[src/rtl/relay_pulse_controller.sv]
// relay_pulse_controller
//
// Pulses the set or reset coil of one of four bistable signal-path relays.
// A single-cycle relay_en strobe (with relay_channel / relay_dir) starts a
// coil pulse of PULSE_CYCLES clocks. A contact settle wait of SETTLE_CYCLES
// clocks follows, and then a single-cycle relay_done. A strobe that arrives
// while an operation is in progress is dropped and flagged on relay_overrun
// one cycle later.
//
// Optional feature, enabled by defining RELAY_STATE_TRACK_EN:
//   Adds a relay_state[3:0] output holding the last driven position of each
//   relay (1 = set). A command that asks for the position the relay is
//   already known to hold completes straight away, with no coil activity.
//   The first command to each channel after reset is always driven.
//
// All outputs are registered. Reset is synchronous and active-high.

module relay_pulse_controller #(
    parameter int unsigned PULSE_CYCLES  = 1875000,
    parameter int unsigned SETTLE_CYCLES = 937500
) (
    input  logic       clk,
    input  logic       rst,
    input  logic       relay_en,
    input  logic       relay_dir,
    input  logic [1:0] relay_channel,
    output logic       relay_done,
    output logic       relay_busy,
    output logic       relay_overrun,
    output logic [3:0] relay_a,
    output logic [3:0] relay_b
`ifdef RELAY_STATE_TRACK_EN
    ,
    output logic [3:0] relay_state
`endif
);

    localparam logic [23:0] PULSE_LOAD  = 24'(PULSE_CYCLES - 1);
    localparam logic [23:0] SETTLE_LOAD = 24'(SETTLE_CYCLES - 1);

    typedef enum logic [1:0] {
        IDLE,
        DRIVE,
        SETTLE,
        DONE
    } state_t;

    state_t      state;
    logic [23:0] count;
    logic [1:0]  chan_q;
    logic        dir_q;
    logic [3:0]  new_mask;
    logic [3:0]  held_mask;
    logic        skip_drive;

`ifdef RELAY_STATE_TRACK_EN
    logic [3:0] track_valid;
`endif

    // One-hot coil selects for the incoming command and for the latched command
    always_comb begin
        new_mask  = 4'b0001 << relay_channel;
        held_mask = 4'b0001 << chan_q;
    end

    // Decide whether an incoming command can skip the coil pulse
`ifdef RELAY_STATE_TRACK_EN
    always_comb begin
        skip_drive = track_valid[relay_channel] &&
                     (relay_state[relay_channel] == relay_dir);
    end
`else
    always_comb begin
        skip_drive = 1'b0;
    end
`endif

    // Main sequencer: command acceptance, coil pulse, settle wait and completion
    always_ff @(posedge clk) begin
        if (rst) begin
            state         <= IDLE;
            count         <= 24'd0;
            chan_q        <= 2'd0;
            dir_q         <= 1'b0;
            relay_done    <= 1'b0;
            relay_busy    <= 1'b0;
            relay_overrun <= 1'b0;
            relay_a       <= 4'b0000;
            relay_b       <= 4'b0000;
`ifdef RELAY_STATE_TRACK_EN
            relay_state   <= 4'b0000;
            track_valid   <= 4'b0000;
`endif
        end else begin
            relay_done    <= 1'b0;
            relay_overrun <= relay_en && (state != IDLE);

            case (state)
                IDLE: begin
                    relay_a    <= 4'b0000;
                    relay_b    <= 4'b0000;
                    relay_busy <= 1'b0;
                    if (relay_en) begin
                        chan_q     <= relay_channel;
                        dir_q      <= relay_dir;
                        relay_busy <= 1'b1;
                        if (skip_drive) begin
                            state      <= DONE;
                            relay_done <= 1'b1;
                        end else begin
                            state   <= DRIVE;
                            count   <= PULSE_LOAD;
                            relay_a <= relay_dir ? new_mask : 4'b0000;
                            relay_b <= relay_dir ? 4'b0000 : new_mask;
                        end
                    end
                end

                DRIVE: begin
                    if (count == 24'd0) begin
                        state   <= SETTLE;
                        count   <= SETTLE_LOAD;
                        relay_a <= 4'b0000;
                        relay_b <= 4'b0000;
`ifdef RELAY_STATE_TRACK_EN
                        relay_state[chan_q] <= dir_q;
                        track_valid[chan_q] <= 1'b1;
`endif
                    end else begin
                        count   <= count - 24'd1;
                        relay_a <= dir_q ? held_mask : 4'b0000;
                        relay_b <= dir_q ? 4'b0000 : held_mask;
                    end
                end

                SETTLE: begin
                    relay_a <= 4'b0000;
                    relay_b <= 4'b0000;
                    if (count == 24'd0) begin
                        state      <= DONE;
                        relay_done <= 1'b1;
                    end else begin
                        count <= count - 24'd1;
                    end
                end

                DONE: begin
                    state      <= IDLE;
                    relay_busy <= 1'b0;
                    relay_a    <= 4'b0000;
                    relay_b    <= 4'b0000;
                end

                default: begin
                    state      <= IDLE;
                    relay_busy <= 1'b0;
                    relay_a    <= 4'b0000;
                    relay_b    <= 4'b0000;
                end
            endcase
        end
    end

endmodule

[config.mk]
export PLATFORM = sky130hd
export DESIGN_NAME = relay_pulse_controller
export DESIGN_NICKNAME = d
export VERILOG_FILES = /design/src/rtl/relay_pulse_controller.sv
export SDC_FILE = /design/constraint.sdc
export NUM_CORES = 1
export LEC_CHECK = 0
export CAP_MARGIN = 20
export CORE_AREA = 2 2 82 84
export DETAILED_ROUTE_END_ITERATION = 6
export DIE_AREA = 0 0 84 86
export GPL_TIMING_DRIVEN = 0
export PLACE_DENSITY = 0.51
export SYNTH_ARGS = -nofsm -noshare
export SYNTH_HDL_FRONTEND = slang
export SYNTH_SLANG_ARGS = --single-unit
[constraint.sdc]
create_clock -name clk -period 4.7 [get_ports clk]
set_input_delay 0.47 -clock clk [delete_from_list [all_inputs] [get_ports clk]]
set_output_delay 0.47 -clock clk [all_outputs]
set_load 0.02 [all_outputs]
==> metrics.md, run 1 <==
| Metric | Value |
|---|---|
| Result of the run | complete, no violations |
| HP Class | reg2reg |
| Clk_lat worst skew | 0.30 ns |
| Maximum vdd drop | 324 uV |
| CTS tree | yes |
| Met1 Usage GRT | 25.0% |
| Seq/Total Area, Yosys | 37.2% |
| Vias per cell | 5.91 |
| Largest net degree at the start of global routing | 14 |
| Combinational group share of total power | 53.1% |
| Io pins | 17 |
| Leakage | 0.856 nW |
| Fill cells | 669 |
| Routed Antenna Nets | 0 |
| Setup violations, final | 0 |
| Fin nets | 292 |
| Max_slew headroom | 40.6% |
| Post-synth EDFFs | 0 |
| Row cnt | 29 |
| Crit-path max FO | 10 |
| CP Class | reg2reg |
| Worst Path Required | 4.91 ns |
| Tot Pwr | 0.00167 W |
| Synthesized cell area | 0.00215 sq mm |
| Async SR Flop Fraction | 0% |
| Power Internal | 0.000878 W |
| Die Wd | 84 um |
| DRC errors left | 0 |
| CP Launch Point | count[0]$_SDFFE_PP0P_ |
| Setup_tns | 0 ns |
| Final Max Slew Viols | 0 |
| Startpoint types | flip-flop |
| Dpl hpwl | 4430 um |
| Global routing's busiest layer | met2 |
| Switch Pwr | 0.000792 W |
| Post-CTS sizing | 0 |
| Core ar. | 0.00628 sq mm |
| Least-Margin Pin Slew | 0.878 ns |
| Sw frac | 47.4% |
| Beginning of the worst hold path | chan_q[0]$_SDFFE_PP0P_ |
| Yosys warnings | 0 |
| Port bufs | 16 |
| Total Routed Length | 6150 um |
| Minimum clock period | 3.27 ns |
| All-layer global routing usage | 17.7% |
| Clock Sinks | 40 |
| Reg area | 801 sq um |
| Post-CTS Setup Repair Bufs | 0 |
| Arr. time, crit path | 3.47 ns |
| Die H | 86 um |
| Total grt overflow | 0 |
| Avg Inst Size Synth | 8.34 sq um |
| Seq cells post-synth | 40 |
| Root Driver | clkbuf_8 |
| Routed len/inst | 17.1 um |
| Post-synth cell types | 51 |
| Max cap viols | 0 |
| Initial antenna violation count | 0 |
| Launching point of the worst reg2reg path | count[0]$_SDFFE_PP0P_ |
| Clock skew | 0.00696 ns |
| Multi-input gate area | 0.00123 sq mm |
| Synthesized Nets | 269 |
| # H-tree levels | 2 |
| Clk slew on worst S/H paths | 0.09 ns |
| Via count | 2121 |
| TritonRoute pass-1 iters | 4 |
| Worst setup EP type | flip-flop |
| Reg power frac | 29.6% |
| Cts hold-fix bufs | 0 |
| Vias in the first global route | 1901 |
| Ys flop type | dfxtp_1 |
| Clock Power Share | 17.2% |
| RSZ-0062 raised after global routing | false |
| Ratio of cells with drive above 1 in the final layout | 9.93% |
| GP Congestion | 0.859 |
| Starting DRC count in detailed routing | 122 |
| Final period util | 69.5% |
| Diode count | 0 |
| Die Footprint | 0.00722 sq mm |
| Initial core utilization | 34.3% |
| Area Growth Syn to Fin | 17.1% |
| Synth Instances | 258 |
| Final core utilization | 40.1% |
| GRT met3 Usage | 3.46% |
| Inserted Clock Buffers | 5 |
| Cell Pwr Density | 663 mW/mm^2 |
| Global-route wire length before repair | 10100 um |
| F_max | 306 MHz |
| CTS max path bufs | 2 |
| Final count of hold timing violations | 0 |
| Met2 Use GR | 27.1% |
[power groups by stage]
stage | Combinational, W | Sequential, W | Clock [W]
after floorplan | 0.000629 | 0.000494 | 0
after global placement | 0.000872 | 0.000502 | 0
after detailed placement | 0.000872 | 0.000501 | 0
after CTS | 0.000876 | 0.000494 | 0.000292
after global routing | 0.000983 | 0.000505 | 0.000312
final | 0.000888 | 0.000495 | 0.000288
[synth_stat cells (2+ instances only)]
cell	number	share of area (%)
dfxtp_1	40	37
nor2_1	18	3.1
nand2_1	17	3.0
nor3_1	15	3.5
a21oi_1	14	3.3
inv_1	14	2.4
nand3_1	13	3.0
o21ai_0	13	3.0
a211oi_1	8	2.8
o22ai_1	8	2.3
o31ai_1	8	2.8
a31oi_1	7	2.0
clkbuf_1	7	1.2
or3_1	7	2.0
or4_1	7	2.4
ha_1	5	2.9
or2_2	5	1.5
nor4_1	4	1.2
and3_1	3	0.87
nand3b_1	3	1.0
o32ai_1	3	1.2
o41ai_1	3	1.2
a221oi_1	2	0.81
clkbuf_8	2	1.3
nor2b_1	2	0.58
nor4_2	2	1.2
o221a_2	2	1.0
or4_4	2	1.0
xnor2_1	2	0.81
[cells in the final DEF (no fill, tap or decap), types with 2 or more instances in the layout]
| cell | synthesis | routed |
|---|---|---|
| inv_1 | 14 | 14 |
| o31ai_1 | 8 | 8 |
| dfxtp_1 | 40 | 40 |
| nor4_1 | 4 | 4 |
| nand3b_1 | 3 | 3 |
| nor3_1 | 15 | 15 |
| or4_4 | 2 | 2 |
| a221oi_1 | 2 | 2 |
| xnor2_1 | 2 | 2 |
| or2_2 | 5 | 5 |
| a21oi_1 | 14 | 14 |
| nor4_2 | 2 | 2 |
| a31oi_1 | 7 | 7 |
| nor2_1 | 18 | 18 |
| and3_1 | 3 | 3 |
| or3_1 | 7 | 7 |
| ha_1 | 5 | 5 |
| clkbuf_8 | 2 | 7 |
| nand2_1 | 17 | 17 |
| o221a_2 | 2 | 2 |
| o32ai_1 | 3 | 3 |
| nand3_1 | 13 | 13 |
| o22ai_1 | 8 | 8 |
| clkdlybuf4s50_1 | 0 | 16 |
| a211oi_1 | 8 | 8 |
| clkbuf_1 | 7 | 7 |
| nor2b_1 | 2 | 2 |
| o21ai_0 | 13 | 13 |
| or4_1 | 7 | 7 |
| o41ai_1 | 3 | 3 |
[worst max-delay path, cell delays in order (launching register included)]
cell and delay, ns:
dfxtp_1 0.33, inv_1 0.10, ha_1 0.24, nor4b_1 0.74
nand4_2 0.42, o31ai_1 0.52, buf_4 0.26, buf_2 0.25
a21oi_1 0.07, o32ai_1 0.24
[metal layers]
metal	part of all wire [%]	wire, um
met1	47	2910
met2	44	2710
met4	2.0	122
met3	6.6	405
met5	0	0
[cell type report]
cell class / count / area share, %
buffer: 11 / 2.63
clock inverter: 3 / 1.69
timing repair buffer: 16 / 6.36
sequential: 40 / 31.8
inverter: 15 / 2.24
multi-input combinational: 192 / 48.7
tap: 77 / 3.83
clock buffer: 5 / 2.73
[sequential cells by signal, summed over array words and instances (netlist names)]
name,count
relay_done,1
state,2
count,24
relay_overrun,1
dir_q,1
relay_b,4
relay_a,4
chan_q,2
relay_busy,1
[logic make-up after synthesis]
family          Yosys count  share of synthesized area [%]
xor+xnor                  3                           1.22
compound gates           78                           25.1
fa+ha+maj                 5                           2.91
buf+inv                  26                           5.70
flops                    40                           37.2
simple gates            106                           27.8
[metrics by stage]
step | hold slack, ns | setup slack (ns) | cell area (sq um) | instances
6_report | 0.475 | 1.43 | 2520 | 359
4_1_cts | 0.478 | 1.45 | 2520 | 359
2_1_floorplan | 0.445 | 2.09 | 2150 | 258
3_5_place_dp | 0.466 | 1.53 | 2410 | 351
3_3_place_gp | 0.463 | 1.48 | 2410 | 351
5_1_grt | 0.516 | 1.19 | 2520 | 359
[worst paths after layout]
path,to,slack [ns],cells past startpoint
worst max-delay path,count[5]$_SDFFE_PP0P_,1.43,9
worst min register to register,chan_q[0]$_SDFFE_PP0P_,0.48,2
worst min-delay path,chan_q[0]$_SDFFE_PP0P_,0.48,2
worst max register to register,count[5]$_SDFFE_PP0P_,1.43,9
(Power assumes the default switching activity.)
==> inputs of run 2 (changes only) <==
PLACE_DENSITY = 0.53   (was 0.51)
clock period = 2.9 ns   (was 4.7 ns; I/O delays follow)
==> run 2 against run 1 <==
Net effect: global-route usage increased by 0.43 points; sequential cell count unchanged; total power increased by 63%; sequential power increased by 62%; setup slack lost 1.3 ns; final area is 1.7% higher; hold slack gained 0.012 ns; combinational power increased by 72%; via count is 0.99% lower; core utilization increased by 0.70 points.
==> metrics.md, run 2 (synthesized netlist as in run 1, its figures left out) <==
| Metric | Value |
|---|---|
| Result of the run | complete, no violations |
| CP endpoint | count[22]$_SDFFE_PP0P_ |
| Routed len/inst | 17.5 um |
| Port bufs | 16 |
| Die Footprint | 0.00722 sq mm |
| Max reg flops | 24 |
| Core ar. | 0.00628 sq mm |
| Multi-input gate area | 0.00127 sq mm |
| Cts hold-fix bufs | 0 |
| Vias in the first global route | 1986 |
| TritonRoute pass-1 iters | 4 |
| Die Wd | 84 um |
| Biggest register | count |
| Worst R2R End | count[22]$_SDFFE_PP0P_ |
| Max cap viols | 0 |
| # H-tree levels | 2 |
| Beginning of the worst hold path | chan_q[0]$_SDFFE_PP0P_ |
| Setup violations, final | 0 |
| Die H | 86 um |
| RSZ-0062 raised after global routing | false |
| Cell Pwr Density | 1070 mW/mm^2 |
| Fin nets | 294 |
| Dpl hpwl | 4500 um |
| Max_slew headroom | 60.1% |
| Fill cells | 656 |
| R2R depth | 7 |
| Final Max Slew Viols | 0 |
| Inserted Clock Buffers | 5 |
| Diode count | 0 |
| Worst setup EP type | flip-flop |
| Total grt overflow | 0 |
| GP Congestion | 0.862 |
| Top Registers | count: 24 flops, relay_a: 4 flops, relay_b: 4 flops |
| Area Growth Syn to Fin | 19.1% |
| Arr. time, crit path | 3.01 ns |
| Minimum clock period | 2.78 ns |
| Tot Pwr | 0.00273 W |
| Least-Margin Pin Slew | 0.583 ns |
| CTS max path bufs | 2 |
| Ratio of cells with drive above 1 in the final layout | 12.7% |
| Final count of hold timing violations | 0 |
| Row cnt | 29 |
| Vias per cell | 5.82 |
| Reg area | 801 sq um |
| F_max | 359 MHz |
| Clk slew on worst S/H paths | 0.09 ns |
| Launching point of the worst reg2reg path | count[0]$_SDFFE_PP0P_ |
| Worst Path Required | 3.12 ns |
| Commonest non-fill, non-tap cell in the layout | dfxtp_1 |
| DRC errors left | 0 |
| Flop2flop setup slack | 0.12 ns |
| Maximum vdd drop | 575 uV |
| Io pins | 17 |
| CP Launch Point | count[0]$_SDFFE_PP0P_ |
| Final period util | 95.9% |
| All-layer global routing usage | 18.2% |
| Largest net degree at the start of global routing | 13 |
| Startpoint types | flip-flop |
| Leakage | 0.863 nW |
| CTS tree | yes |
| Global-route wire length before repair | 10400 um |
| CP Class | reg2reg |
| Routed Antenna Nets | 0 |
| Clock skew | 0.0141 ns |
| Clock Sinks | 40 |
| Via count | 2100 |
| Clk_lat worst skew | 0.30 ns |
| Starting DRC count in detailed routing | 147 |
| Initial core utilization | 34.3% |
| Total Routed Length | 6320 um |
| Setup_tns | 0 ns |
| Initial antenna violation count | 0 |
| Commonest cells after routing, fill and taps aside | 40 x dfxtp_1, 17 x nor2_1, 17 x nand2_1, 16 x clkdlybuf4s50_1, 15 x nor3_1 |
| Root Driver | clkbuf_8 |
| HP Class | reg2reg |
| Crit-path max FO | 5 |
run 2: changes by cell type in the layout (fill, tap and decap cells not counted), sizes merged:
cell | before | now
clkbuf | 14 | 16
bufinv | 1 | 0
clkinv | 2 | 1
buf | 2 | 4
run 2: layout make-up:
type,instances,share of cell area (%)
inverters,15,2.20
repair buffers,18,6.84
clock inverters,1,0.293
flip-flops and latches,40,31.2
plain buffers,11,2.64
well taps,77,3.76
clock buffers,7,3.37
multi-input cells,192,49.7
run 2: per-stage QoR:
stage                     cell area (sq um)  utilization (%)  setup WS, ns  instances  hold WS (ns)
after floorplan                        2150                -         0.285        258         0.436
after global placement                 2410             38.3        -0.261        351         0.462
after detailed placement               2410             38.3        -0.241        351         0.471
after CTS                              2530             40.2        0.0520        359         0.493
after global routing                   2560             40.8        0.0191        361         0.521
final                                  2560             40.8         0.118        361         0.488
run 2: what timing repair did:
item / in CTS / in global routing
setup endpoints to repair: 18 / 15
setup buffers: 0 / 2
resized for setup: 4 / 6
run 2: power by group:
group / total (W) / switching [W] / internal, W
Clock: 0.000401 / 0.000208 / 0.000194
Combinational: 0.00153 / 0.000982 / 0.000544
Sequential: 0.000804 / 0.000126 / 0.000678
run 2: layer usage:
layer  global-route usage, %  vias up  share of wire (%)
li1                        -     1047                  -
met3                    3.27        8                4.8
met5                       0        -                  0
met2                    29.9       62                 47
met1                    24.3      983                 47
met4                    5.57        0                1.4
run 2: critical path: stages (launching register included):
cell      delay (ns)
dfxtp_1         0.33
inv_1           0.14
ha_4            0.18
or4b_4          0.52
or4_4           0.54
or3_1           0.35
or4_1           0.44
a211oi_2        0.22
run 2: worst min-delay path by stage:
stage,cells past startpoint,endpoint
floorplan,1,relay_overrun$_SDFF_PP0_
global placement,2,chan_q[0]$_SDFFE_PP0P_
detailed placement,2,chan_q[0]$_SDFFE_PP0P_
CTS,2,chan_q[0]$_SDFFE_PP0P_
global route,1,count[23]$_SDFFE_PP0P_
finish,2,chan_q[0]$_SDFFE_PP0P_
